### src/rtl/t_meas_pkg.sv
// Shared types and defaults for the T flip-flop period meter.
package t_meas_pkg;

    localparam int unsigned CNT_W_DEF = 16;

    typedef enum logic {
        IDLE = 1'b0,
        MEAS = 1'b1
    } meas_state_t;

endpackage

### src/rtl/t_edge_det.sv
// Samples the measured Q signal and produces registered level/rise/fall strobes.
// Define T_PERIOD_METER_SYNC_EN to put a 2-flop synchronizer in front of q_s.
module t_edge_det (
    input  logic i_clk,
    input  logic i_rst,
    input  logic i_q,
    output logic o_rise,
    output logic o_fall,
    output logic o_level
);

    logic q_in;
    logic q_s;
    logic q_d;

`ifdef T_PERIOD_METER_SYNC_EN
    logic sync_m;

    // q_s is the second flop of the synchronizer, so only one extra cycle is added
    always_ff @(posedge i_clk) begin
        if (i_rst) begin
            sync_m <= 1'b0;
        end else begin
            sync_m <= i_q;
        end
    end

    assign q_in = sync_m;
`else
    assign q_in = i_q;
`endif

    // Strobes are registered; o_level stays phase-aligned with o_rise/o_fall
    always_ff @(posedge i_clk) begin
        if (i_rst) begin
            q_s     <= 1'b0;
            q_d     <= 1'b0;
            o_rise  <= 1'b0;
            o_fall  <= 1'b0;
            o_level <= 1'b0;
        end else begin
            q_s     <= q_in;
            q_d     <= q_s;
            o_rise  <= q_s & ~q_d;
            o_fall  <= ~q_s & q_d;
            o_level <= q_s;
        end
    end

endmodule

### src/rtl/t_period_meter.sv
// Measures period and high time of a toggle-flop output with a valid/ready result port.
// Define T_PERIOD_METER_SYNC_EN when i_q is asynchronous to i_clk.
module t_period_meter
    import t_meas_pkg::*;
#(
    parameter int unsigned CNT_W = CNT_W_DEF
) (
    input  logic             i_clk,
    input  logic             i_rst,
    input  logic             i_q,
    input  logic             i_ready,
    output logic [CNT_W-1:0] o_period,
    output logic [CNT_W-1:0] o_high,
    output logic             o_valid,
    output logic             o_overrun,
    output logic             o_timeout
);

    localparam logic [CNT_W-1:0] CNT_MAX = '1;

    meas_state_t      state_q;
    meas_state_t      state_d;
    logic             rise;
    logic             fall;
    logic             level;
    logic             do_load;
    logic             do_cap;
    logic             do_tmo;
    logic             xfer;
    logic [CNT_W-1:0] cnt;
    logic [CNT_W-1:0] hcnt;
    logic [CNT_W-1:0] h_stg;

    t_edge_det u_edge_det (
        .i_clk   (i_clk),
        .i_rst   (i_rst),
        .i_q     (i_q),
        .o_rise  (rise),
        .o_fall  (fall),
        .o_level (level)
    );

    assign xfer = o_valid & i_ready;

    always_ff @(posedge i_clk) begin
        if (i_rst) begin
            state_q <= IDLE;
        end else begin
            state_q <= state_d;
        end
    end

    always_comb begin
        state_d = state_q;
        do_load = 1'b0;
        do_cap  = 1'b0;
        do_tmo  = 1'b0;
        case (state_q)
            IDLE: begin
                if (rise) begin
                    state_d = MEAS;
                    do_load = 1'b1;
                end
            end
            MEAS: begin
                if (rise) begin
                    do_cap  = 1'b1;
                    do_load = 1'b1;
                end else if (cnt == CNT_MAX) begin
                    state_d = IDLE;
                    do_tmo  = 1'b1;
                end
            end
            default: state_d = IDLE;
        endcase
    end

    // hcnt only advances alongside cnt, so it can never pass it
    always_ff @(posedge i_clk) begin
        if (i_rst) begin
            cnt   <= '0;
            hcnt  <= '0;
            h_stg <= '0;
        end else begin
            if (do_load) begin
                cnt  <= CNT_W'(1);
                hcnt <= CNT_W'(1);
            end else if (state_q == MEAS && !do_tmo) begin
                cnt  <= cnt + CNT_W'(1);
                hcnt <= hcnt + CNT_W'(level);
            end
            if (do_load) begin
                h_stg <= '0;
            end else if (state_q == MEAS && fall) begin
                h_stg <= hcnt;
            end
        end
    end

    always_ff @(posedge i_clk) begin
        if (i_rst) begin
            o_period  <= '0;
            o_high    <= '0;
            o_valid   <= 1'b0;
            o_overrun <= 1'b0;
            o_timeout <= 1'b0;
        end else begin
            o_timeout <= do_tmo;
            if (do_cap) begin
                o_period <= cnt;
                o_high   <= h_stg;
                o_valid  <= 1'b1;
                if (o_valid && !i_ready) begin
                    o_overrun <= 1'b1;
                end
            end else if (xfer) begin
                o_valid <= 1'b0;
            end
        end
    end

endmodule

### config.mk
export PLATFORM = sky130hd
export DESIGN_NAME = t_period_meter
export DESIGN_NICKNAME = d
export VERILOG_FILES = /design/src/rtl/t_meas_pkg.sv /design/src/rtl/t_edge_det.sv /design/src/rtl/t_period_meter.sv
export SDC_FILE = /design/constraint.sdc
export NUM_CORES = 1
export LEC_CHECK = 0
export BUFFER_PORTS_ARGS = -buffer_cell sky130_fd_sc_hd__buf_2
export CAP_MARGIN = 20
export CORE_UTILIZATION = 54
export DETAILED_ROUTE_END_ITERATION = 16
export PLACE_DENSITY = 0.74
export SLEW_MARGIN = 0
export SYNTH_ARGS = -nofsm -noshare
export SYNTH_HDL_FRONTEND = slang
export SYNTH_HIERARCHICAL = 1
export SYNTH_SLANG_ARGS = --single-unit
### constraint.sdc
create_clock -name i_clk -period 2.6 [get_ports i_clk]
set_input_delay 0.65 -clock i_clk [delete_from_list [all_inputs] [get_ports i_clk]]
set_output_delay 0.65 -clock i_clk [all_outputs]
set_load 0.02 [all_outputs]
=== Word level (Yosys, flattened, before mapping) ===
Cells that the tools add are included.

* Word-level logic and storage cells: 47
* Register bits: 88
* Output and inout port bits: 35
* Input bits: 4

* Reduce and logical (&&, ||, !) cells: 9
* Mux-type cells: 14
* $add $sub $neg: 2
* Equal/unequal tests: 1
* Bitwise operators: 6

{| class="wikitable"
|+ Operators with widths
! cell !! number
|-
| $add A16 B1 Y16 || 1
|-
| $add A16 B1 Y16 const B || 1
|-
| $eq A16 B16 Y1 const B || 1
|-
| $mux W1 || 13
|-
| $reduce_bool A2 Y1 || 2
|-
| $and A1 B1 Y1 || 3
|-
| $logic_and A1 B1 Y1 || 3
|-
| $not A1 Y1 || 3
|-
| $logic_not A1 Y1 || 2
|-
| $pmux W1 S2 || 1
|-
| $reduce_and A2 Y1 || 1
|-
| $reduce_or A2 Y1 || 1
|}

=== Logic depth before layout (Yosys ltp) ===
* Depth after elaboration: 8
* Mapped depth: 7
* Mapped depth without buffers: 5

=== Cells and area by module ===
The synthesis kept the hierarchy.

{| class="wikitable"
|+ Modules (own cells, without submodules)
! module !! cells each !! times used !! sequential area each (µm²) !! area an instance (µm²)
|-
| t_period_meter || 430 || 1 || 1681.6 || 3522.1
|-
| t_edge_det || 8 || 1 || 80.1 || 117.6
|}

=== Least setup slack after synthesis ===
No wires, ideal clock.

* Path kind: reg2reg
* From: reg cnt[0]
* To: reg hcnt[0]
* Setup slack: 941 ps
* Arrival time: 1527 ps
* Buffers on the path: 1
* Data required time: 2468 ps
* Cell stages (with the launch flop): 7
* Period minus slack after synthesis: 1659 ps
* Library setup time: 132 ps
* Cell sequence: dfxtp_1 -> ha_1 -> nand4_1 -> or4_1 -> buf_2 -> a31oi_1 -> a21oi_1

* Longest elaborated chain between the ends: 7

{| class="wikitable"
|+ RTL lines
! element !! line !! text
|-
| start: declaration || t_period_meter.sv:30 || <nowiki>logic [CNT_W-1:0] cnt;</nowiki>
|-
| start signal: assignment || t_period_meter.sv:89 || <nowiki>cnt <= cnt + CNT_W'(1);</nowiki>
|-
| $eq A16 B16 Y1 || t_period_meter.sv:69 || <nowiki>end else if (cnt == CNT_MAX) begin</nowiki>
|-
| $mux W1 || t_period_meter.sv:69 ||
|-
| $mux W1 || t_period_meter.sv:66 || <nowiki>if (rise) begin</nowiki>
|-
| $mux W1 || t_period_meter.sv:58 || <nowiki>case (state_q)</nowiki>
|-
| $logic_not A1 Y1 || t_period_meter.sv:88 || <nowiki>end else if (state_q == MEAS && !do_tmo) begin</nowiki>
|-
| $logic_and A1 B1 Y1 || t_period_meter.sv:88 ||
|-
| $reduce_bool A2 Y1 (no source line) || -- ||
|-
| end signal: assignment || t_period_meter.sv:90 || <nowiki>hcnt <= hcnt + CNT_W'(level);</nowiki>
|-
| end: declaration || t_period_meter.sv:31 || <nowiki>logic [CNT_W-1:0] hcnt;</nowiki>
|}

No other way between the ends.
A chain may end at the register's enable or synchronous reset.

=== Final worst setup path ===
* From: reg state_q
* To: reg cnt[14]

* Longest elaborated chain between the ends: 3

{| class="wikitable"
|+ RTL lines
! element !! line !! text
|-
| start: declaration || t_period_meter.sv:21 || <nowiki>meas_state_t state_q;</nowiki>
|-
| start signal: assignment || t_period_meter.sv:49 || <nowiki>state_q <= state_d;</nowiki>
|-
| $mux W1 || t_period_meter.sv:58 ||
|-
| $logic_not A1 Y1 || t_period_meter.sv:88 ||
|-
| $logic_and A1 B1 Y1 (*) || t_period_meter.sv:88 ||
|}

Mark *: on every way between the ends. The rest lies on a longest branch, timed or not.

==> results.toml <==
[run_status]
status = "finished clean"

[power_and_ir_drop]
power.static_leakage_uw = 0.00150
vdd_ir_drop_max_mv = 0.479
cellPowerDensity_nw_per_um2 = 575

[finish]
num-nets-final = 471
area_delta_synth_final_pct = 11.3
nFillCells = 557
final_cell_mix = "sky130_fd_sc_hd__nand2_1, sky130_fd_sc_hd__dfxtp_1, sky130_fd_sc_hd__a21oi_1, sky130_fd_sc_hd__buf_2, sky130_fd_sc_hd__or3_1"
layout_cell_share_with_drive_strength_beyond_1_pct = 16.0
diodes = 0
postLayoutCoreUtil_pct = 63.1
final_common_cell = "sky130_fd_sc_hd__nand2_1"

[timing]
timing.fmax_mhz = 477
grt_setup_unrepaired = "no"
final.setup_skew_ns = 0.0105
timing_max_transition_violations_final = 0
relSlewSlack_pct = 50.9
timing_hold_violations_final = 0
final.setup.tns_ns = 0
layout_min_cycle_time_ns = 2.10
timing_worst_slew_pin_value_ns = 0.730
layout_worst_path_cycle_share_pct = 80.6
report.final.setup_viol = 0

[setup_path]
r2r_start = "state_q"
timing.critical_path.required_ns = 2.86
crit_path_start = "state_q"
path_max_fanout = 19
endpoint_of_the_worst_setup_timing_path = "cnt[14]"
ff2ff_path_depth = 4
timing.critical_path.to_type = "register"
timing.critical_path.arrival_ns = 2.35
critPathKind = "register to register"
worst-r2r-setup-slack_ns = 0.50
critPathLaunchType = "register"
reg2reg_to = "cnt[14]"

[synthesis]
ys_seq_elements = 88
synthFlopType = "sky130_fd_sc_hd__dfxtp_1"
sequential_fraction_of_the_synthesis_area_pct = 48.4
synth_edf_count = 0
synthesis.area_per_instance_um2 = 8.31
synth.yosys.warnings = 6
synth_cells = 438
syn_nets = 445
ys_types = 43
netlist_area_um2 = 3640
synth-async-reset-ratio_pct = 0

[clock_tree]
clk_latency_ns = 0.36
postCtsSetupBuffers = 0
post_cts_resize_count = 0
numCtsBuffers = 9
number_of_levels_the_h_tree_was_split_into = 3
clkSlewWorstSetupHoldPaths_ns = 0.09
post_cts_hold_buffer_count = 0
tritoncts_num_sinks = 88
tritoncts_clock_tree = "done"
clock_tree.root_cell = "sky130_fd_sc_hd__clkbuf_8"
maximum_buffer_depth_of_the_clock_tree = 2

[floorplanning]
die_x_um = 84.1
design.die.area_um2 = 7070
start_util_pct = 56.7
die_height_um = 84.1
boundaryPins = 39
core_um2 = 6420
row_count = 29

[route]
drt-vias-per-instance = 5.76
post_drt_wl_per_cell_um = 13.9
first_iter_violations = 170
detailroute.via_count = 3143
drc = 0
drt_pass1_iterations = 4
drt_wl_total_um = 7610
drt.antenna.violating_nets = 0

[run]
timing.max_cap.violations = 0

[global_routing]
global_route.overflow_total = 0
maximum_number_of_pins_on_one_net_before_global_route_repair = 40
grt.total_usage_pct = 22.8
wire_length_of_the_first_global_routing_pass_um = 12900
grt_antenna_before_repair = 0
first_global_vias = 2736

[min_path]
worst_hold_path_type = "register to register"

[placement]
dpl_wire_length_um = 5090
io_buffers = 38
gp_congestion = 0.784
[area by class of cell]
type | count | area (um2) | area share (%)
inverter | 4 | 15.0 | 0.371
multi-input combinational | 313 | 1720 | 42.5
clock inverter | 6 | 51.3 | 1.27
timing repair buffer | 48 | 265 | 6.55
tap | 77 | 96.3 | 2.38
sequential | 88 | 1760 | 43.5
clock buffer | 10 | 138 | 3.40
[state kept, by name, indices dropped and copies added (netlist names)]
name               flops
h_stg                 16
state_q                1
u_edge_det/q_s         1
o_overrun              1
o_timeout              1
hcnt                  16
o_valid                1
u_edge_det/q_d         1
u_edge_det/o_rise      1
o_high                16
cnt                   16
o_period              16
u_edge_det/o_fall      1
[logic make-up (layout without fill, tap and decap cells)]
family          Yosys count  after routing  synth area share (%)
buf+inv                  37             68                  4.26
mux                       4              4                  1.10
fa+ha+maj                 3              3                  1.03
simple gates            197            197                  27.2
flops                    88             88                  48.4
compound gates          109            109                  18.0
[critical path, cell delays in order, from the launching register on]
cell                      delay (ns)
sky130_fd_sc_hd__dfxtp_1        0.74
sky130_fd_sc_hd__nand3_1        0.18
sky130_fd_sc_hd__nor4_1         0.64
sky130_fd_sc_hd__a31oi_1        0.17
sky130_fd_sc_hd__a41o_2         0.26
[synth_stat cells (all sizes together), types with 8 or more instances]
library cell	instances	share of area (%)
or4	8	1.7
nand3	11	1.5
clkbuf	24	2.5
o21ai	9	1.2
o31ai	9	1.9
or3	15	2.6
nor2	8	0.83
buf	9	1.4
dfxtp	88	48
nand2	116	12
a21oi	67	9.2
nand4	10	2.1
[layer usage]
metal	routed length (um)	global-route usage, %
met1	3610	31.0
met2	3570	36.2
met3	306	3.76
met4	118	9.40
met5	0	0
[worst min-delay path by stage]
stage                   start           endpoint  slack [ns]  cells past startpoint
2_1_floorplan  u_edge_det/q_s  u_edge_det/o_fall        0.41                      1
3_3_place_gp   u_edge_det/q_s  u_edge_det/o_fall        0.44                      1
3_5_place_dp     o_period[14]       o_period[14]        0.44                      2
4_1_cts          o_period[14]       o_period[14]        0.46                      2
5_1_grt          o_period[14]       o_period[14]        0.47                      2
6_report          o_period[3]        o_period[3]        0.45                      2
[power by group]
part / internal (uW) / total (uW) / switching [uW]
registers: 1350 / 1360 / 11.5
clock network: 386 / 897 / 511
logic: 20.1 / 65.7 / 45.5
[stage by stage]
stage                     setup slack [ns]  hold WS [ns]  cells  cell area (um2)  power [uW]
after floorplan                      0.941         0.412    438             3640        1440
after global routing                 0.292         0.473    546             4050        2410
after global placement               0.594         0.436    530             3860        1460
after CTS                            0.518         0.456    546             4050        2350
after detailed placement             0.548         0.443    530             3860        1460
final                                0.503         0.453    546             4050        2330
(Power assumes the default switching activity.)
